$ cat src/rtl/sipo_reg.sv
// sipo_reg: serial-in parallel-out receiver with a one-word holding register.
// A frame begins with start (sampled in IDLE only); the following n cycles
// with in_valid=1 supply the data bits. The completed word is handed over
// through out/out_valid/out_ready, and is dropped (setting overrun) when
// the holding register is still full.
// Optional build macro SIPO_PARITY_EN adds a trailing even-parity bit per
// frame and a sticky parity_err flag; without it parity_err is tied low.
module sipo_reg #(
    parameter int n         = 8,
    parameter bit MSB_FIRST = 1'b1
) (
    input  logic         clk,
    input  logic         reset,
    input  logic         start,
    input  logic         in_valid,
    input  logic         serial_in,
    output logic [n-1:0] out,
    output logic         out_valid,
    input  logic         out_ready,
    output logic         busy,
    output logic         overrun,
    output logic         parity_err
);

    localparam int CW = (n > 2) ? $clog2(n) : 1;

    typedef enum logic [1:0] {
        IDLE   = 2'd0,
`ifdef SIPO_PARITY_EN
        PARITY = 2'd2,
`endif
        SHIFT  = 2'd1
    } state_t;

    state_t          state;
    logic [n-1:0]    shreg;
    logic [n-1:0]    shnext;
    logic [n-1:0]    word;
    logic [CW-1:0]   cnt;
    logic            last_bit;
    logic            complete;
    logic            accept;

    // Next shift-register value and the completion / commit conditions
    always_comb begin
        shnext   = MSB_FIRST ? {shreg[n-2:0], serial_in} : {serial_in, shreg[n-1:1]};
        last_bit = (state == SHIFT) && in_valid && (cnt == CW'(n - 1));
`ifdef SIPO_PARITY_EN
        // Data is already fully shifted when the parity bit arrives
        complete = (state == PARITY) && in_valid;
        word     = shreg;
`else
        // Commit the word including the bit arriving on this edge
        complete = last_bit;
        word     = shnext;
`endif
        accept   = !out_valid || out_ready;
    end

    // Frame FSM, shift register, holding register and sticky flags
    always_ff @(posedge clk or negedge reset) begin
        if (!reset) begin
            state     <= IDLE;
            shreg     <= '0;
            cnt       <= '0;
            out       <= '0;
            out_valid <= 1'b0;
            busy      <= 1'b0;
            overrun   <= 1'b0;
`ifdef SIPO_PARITY_EN
            parity_err <= 1'b0;
`endif
        end else begin
            case (state)
                IDLE: begin
                    if (start) begin
                        state <= SHIFT;
                        busy  <= 1'b1;
                        cnt   <= '0;
                    end
                end
                SHIFT: begin
                    if (in_valid) begin
                        shreg <= shnext;
                        cnt   <= cnt + 1'b1;
                        if (last_bit) begin
                            cnt <= '0;
`ifdef SIPO_PARITY_EN
                            state <= PARITY;
`else
                            state <= IDLE;
                            busy  <= 1'b0;
`endif
                        end
                    end
                end
`ifdef SIPO_PARITY_EN
                PARITY: begin
                    if (in_valid) begin
                        state <= IDLE;
                        busy  <= 1'b0;
                        if (serial_in != ^shreg)
                            parity_err <= 1'b1;
                    end
                end
`endif
                default: begin
                    state <= IDLE;
                    busy  <= 1'b0;
                end
            endcase

            // A commit in the same edge as a consume refills the register
            if (complete) begin
                if (accept) begin
                    out       <= word;
                    out_valid <= 1'b1;
                end else begin
                    overrun <= 1'b1;
                end
            end else if (out_valid && out_ready) begin
                out_valid <= 1'b0;
            end
        end
    end

`ifndef SIPO_PARITY_EN
    assign parity_err = 1'b0;
`endif

endmodule

$ cat config.mk
export PLATFORM = sky130hd
export DESIGN_NAME = sipo_reg
export DESIGN_NICKNAME = d
export VERILOG_FILES = /design/src/rtl/sipo_reg.sv
export SDC_FILE = /design/constraint.sdc
export NUM_CORES = 1
export LEC_CHECK = 0
export BUFFER_PORTS_ARGS = -buffer_cell sky130_fd_sc_hd__buf_2
export CAP_MARGIN = 20
export CORE_MARGIN = 2
export CORE_UTILIZATION = 52
export CTS_CLUSTER_SIZE = 8
export DETAILED_ROUTE_END_ITERATION = 12
export PLACE_DENSITY = 0.76
export SKIP_LAST_GASP = 1
export SLEW_MARGIN = 0
export SYNTH_ARGS = -nofsm -noshare
export SYNTH_HDL_FRONTEND = slang
export SYNTH_SLANG_ARGS = --single-unit
$ cat constraint.sdc
create_clock -name clk -period 2 [get_ports clk]
set_clock_uncertainty 0.05 [all_clocks]
set_input_delay 0.4 -clock clk [delete_from_list [all_inputs] [get_ports clk]]
set_output_delay 0.4 -clock clk [all_outputs]
set_load 0.005 [all_outputs]
==> out/qor.csv <==
stage;metric;value;unit
worst_hold_path;Hold Crit Class;input port to flip-flop;
yosys;synth warn;0;
pwr;maximum vdd ir drop;588;uV
pwr;power per cell area;1350;nW/um2
global_route;vias in the first global route;472;
layout;# fillers;143;
critical_path;reg2reg path depth;5;
critical_path;worst r2r src;cnt[0];
place;Setup Slack @ Placement;0.264;ns
sta;post-route minimum period;1.74;ns
worst_hold_path;worst hold start;serial_in;
detailed_routing;Total Wirelength;1280;um
global_route;gr ovfl total;0;
pwr;internal power;1.01;mW
sta;Hold Vio Cnt, Final;0;
sta;Worst Setup Slack, final;0.258;ns
pwr;clock power share;13.5;%
detailed_routing;Detail Route Antenna Nets;0;
critical_path;Setup CP Type;flip-flop to flip-flop;
yosys;post-synthesis sequential area ratio;55.3;%
clocking;PostCTS Resize Cnt;0;
sta;ratio of final minimum period to clock period;87.1;%
yosys;top cell type by total area after synthesis;dfrtp_1;
clocking;Reg clk slew, reported paths;0.11;ns
detailed_routing;wire length per cell;12.4;um
pwr;Logic pwr share;34.4;%
detailed_routing;via count;505;
floorplanning;CORE AREA;1730;um2
global_route;GR Util All Layers;13.8;%
flow_run;max-capacitance violation count;0;
detailed_routing;Initial DRC Count;0;
critical_path;Worst Path Required;2.13;ns
yosys;syn nets;69;
critical_path;Worst EP arrival;1.88;ns
global_route;largest net degree at the start of global routing;22;
layout;final instance area;1050;um2
critical_path;Worst R2R Setup Slack;0.26;ns
yosys;#FFs+latches synth;21;
place;# port buffers;16;
yosys;synth top area cells;dfrtp_1 55%, mux2_4 13%, mux2_2 9.5%;
clocking;CTS tree;yes;
floorplanning;Ports;18;
clocking;H-tree levels;1;
yosys;EDFF count, synth;0;
yosys;most common cell in the netlist;dfrtp_1;
layout;area growth from synthesis to layout;10.3;%
critical_path;startpoint class of the critical path;flip-flop;
place;GPL Wtd Cong;0.689;
clocking;CTS Hold Buffers Added;1;
place;area post-placement;1010;um2
critical_path;worst-path fanout max;8;
sta;sum of negative setup slack;0;ns
sta;max-slew violations;0;
clocking;TritonCTS Buffers;3;
worst_hold_path;hold path depth;2;
clocking;Root Driver;clkbuf_4;
floorplanning;Die Span Y;46.7;um
pwr;sw frac;28.7;%
sta;maximum clock rate;574;MHz
clocking;Longest Clk Path Bufs;2;
critical_path;reg2reg end;out[3];
yosys;synth unique cells;22;
yosys;commonest cells in the netlist;21 x dfrtp_1, 8 x mux2_2, 8 x mux2_4;
floorplanning;Die Wd;46.7;um
detailed_routing;vias per inst;4.90;
yosys;Mapped Area;950;um2
outcome;status;finished, final reports clean;
pwr;fraction of power consumed by sequential logic;52.1;%
layout;count of nets after finishing;87;
pwr;Leakage;0.518;nW
pwr;overall power;1.42;mW
floorplanning;Starting Density;55.0;%
yosys;Primary FF master, synth;dfrtp_1;
floorplanning;Die Area;2180;um2
clocking;postcts setup bufs;0;
pwr;Sw Pwr;0.407;mW
clocking;worst skew pair latency;0.29;ns
sta;count of final setup violators;0;
layout;antenna cell count;0;
yosys;Avg Cell Area, Syn;15.6;um2
worst_hold_path;Worst Hold Path EP;out[0];
detailed_routing;DR pass1 iterations;1;
yosys;Synth Instances;61;
critical_path;CP Capture Type;flip-flop;
detailed_routing;DRC viols;0;
floorplanning;Row Count;15;
yosys;top-area cell type share of the netlist area;55.3;%
sta;RSZ-0062 raised after global routing;no;
global_route;first-pass GRT wire length;2030;um
place;final HPWL from detailed placement;943;um
clocking;Sink Count;21;
global_route;initial antenna violation count;0;
yosys;async set or reset register ratio after synthesis;100;%
layout;share of cells above drive strength 1;51.3;%
## power by group through the flow
stage | Sequential, mW | Combinational (mW) | Clock [mW]
after floorplan | 0.722 | 0.373 | 0
after global placement | 0.740 | 0.480 | 0
after detailed placement | 0.748 | 0.494 | 0
after CTS | 0.741 | 0.497 | 0.201
after global routing | 0.765 | 0.538 | 0.223
final | 0.738 | 0.488 | 0.191
## critical path: stages (launching register included)
cell and delay (ns):
dfrtp_1 0.40, ha_1 0.16, ha_1 0.24, nand3_4 0.11, nor2b_4 0.33, mux2_4 0.33
## final cells by class
class	count	area [um2]	share of cell area [%]
inverters	1	3.75	0.358
clock buffers	4	26.3	2.51
repair buffers	17	90.1	8.60
multi-input cells	35	370	35.4
flip-flops and latches	21	526	50.2
well taps	25	31.3	2.99
## per-layer routing
layer | GRT usage, % | up-vias | wire length [um]
met5 | 0 | - | 0
met4 | 6.67 | 0 | 15
met3 | 3.46 | 2 | 63
met2 | 19.4 | 14 | 576
met1 | 19.9 | 243 | 621
li1 | - | 246 | -
## registers in the layout, indices dropped and copies added (netlist names)
name and flops:
overrun 1, out_valid 1, busy 1, cnt 3, shreg 7, out 8
## worst max-delay path by stage
stage / start / endpoint / slack, ns
2_1_floorplan: cnt[0] / out[0] / 0.44
3_3_place_gp: cnt[0] / out[2] / 0.30
3_5_place_dp: cnt[0] / out[0] / 0.26
4_1_cts: cnt[0] / out[3] / 0.25
5_1_grt: cnt[0] / out[3] / 0.15
6_report: cnt[0] / out[3] / 0.26
## cells in the final DEF, fill, tap and decap left out
| cell type | Yosys | routed |
|---|---|---|
| o21bai_1 | 1 | 1 |
| conb_1 | 1 | 1 |
| ha_1 | 2 | 2 |
| a31oi_1 | 1 | 1 |
| dlygate4sd3_1 | 0 | 1 |
| buf_2 | 0 | 16 |
| o22ai_1 | 1 | 1 |
| nand3_4 | 1 | 1 |
| mux2_4 | 8 | 8 |
| nand2_1 | 2 | 2 |
| a22o_2 | 1 | 1 |
| nand2_2 | 1 | 1 |
| nand2b_4 | 1 | 1 |
| nand2b_1 | 1 | 1 |
| inv_1 | 1 | 1 |
| a22o_1 | 1 | 1 |
| nor2_1 | 2 | 2 |
| nor2b_4 | 1 | 1 |
| clkbuf_4 | 0 | 3 |
| clkbuf_1 | 0 | 1 |
| mux2_2 | 8 | 8 |
| dfrtp_1 | 21 | 21 |
| mux2i_1 | 2 | 2 |
## kinds of logic (layout without fill, tap and decap cells)
group / Yosys count / after routing / share of synthesized area [%]
flip-flops: 21 / 21 / 55.3
AND/OR/NAND/NOR: 9 / 9 / 7.64
adder cells (fa/ha/maj): 2 / 2 / 2.63
buffers and inverters: 5 / 22 / 5.67
multiplexers: 18 / 18 / 24.2
other: 1 / 1 / 0.395
AO/OA/AOI/OAI: 5 / 5 / 4.09
## stage by stage
stage	hold slack (ns)	std cells	utilization (%)
after floorplan	0.0544	61	-
after global placement	0.323	98	58.6
after detailed placement	0.324	98	58.6
after CTS	0.284	103	60.7
after global routing	0.276	103	60.7
final	0.296	103	60.7
No activity file was read; power rests on OpenSTA's default activity.
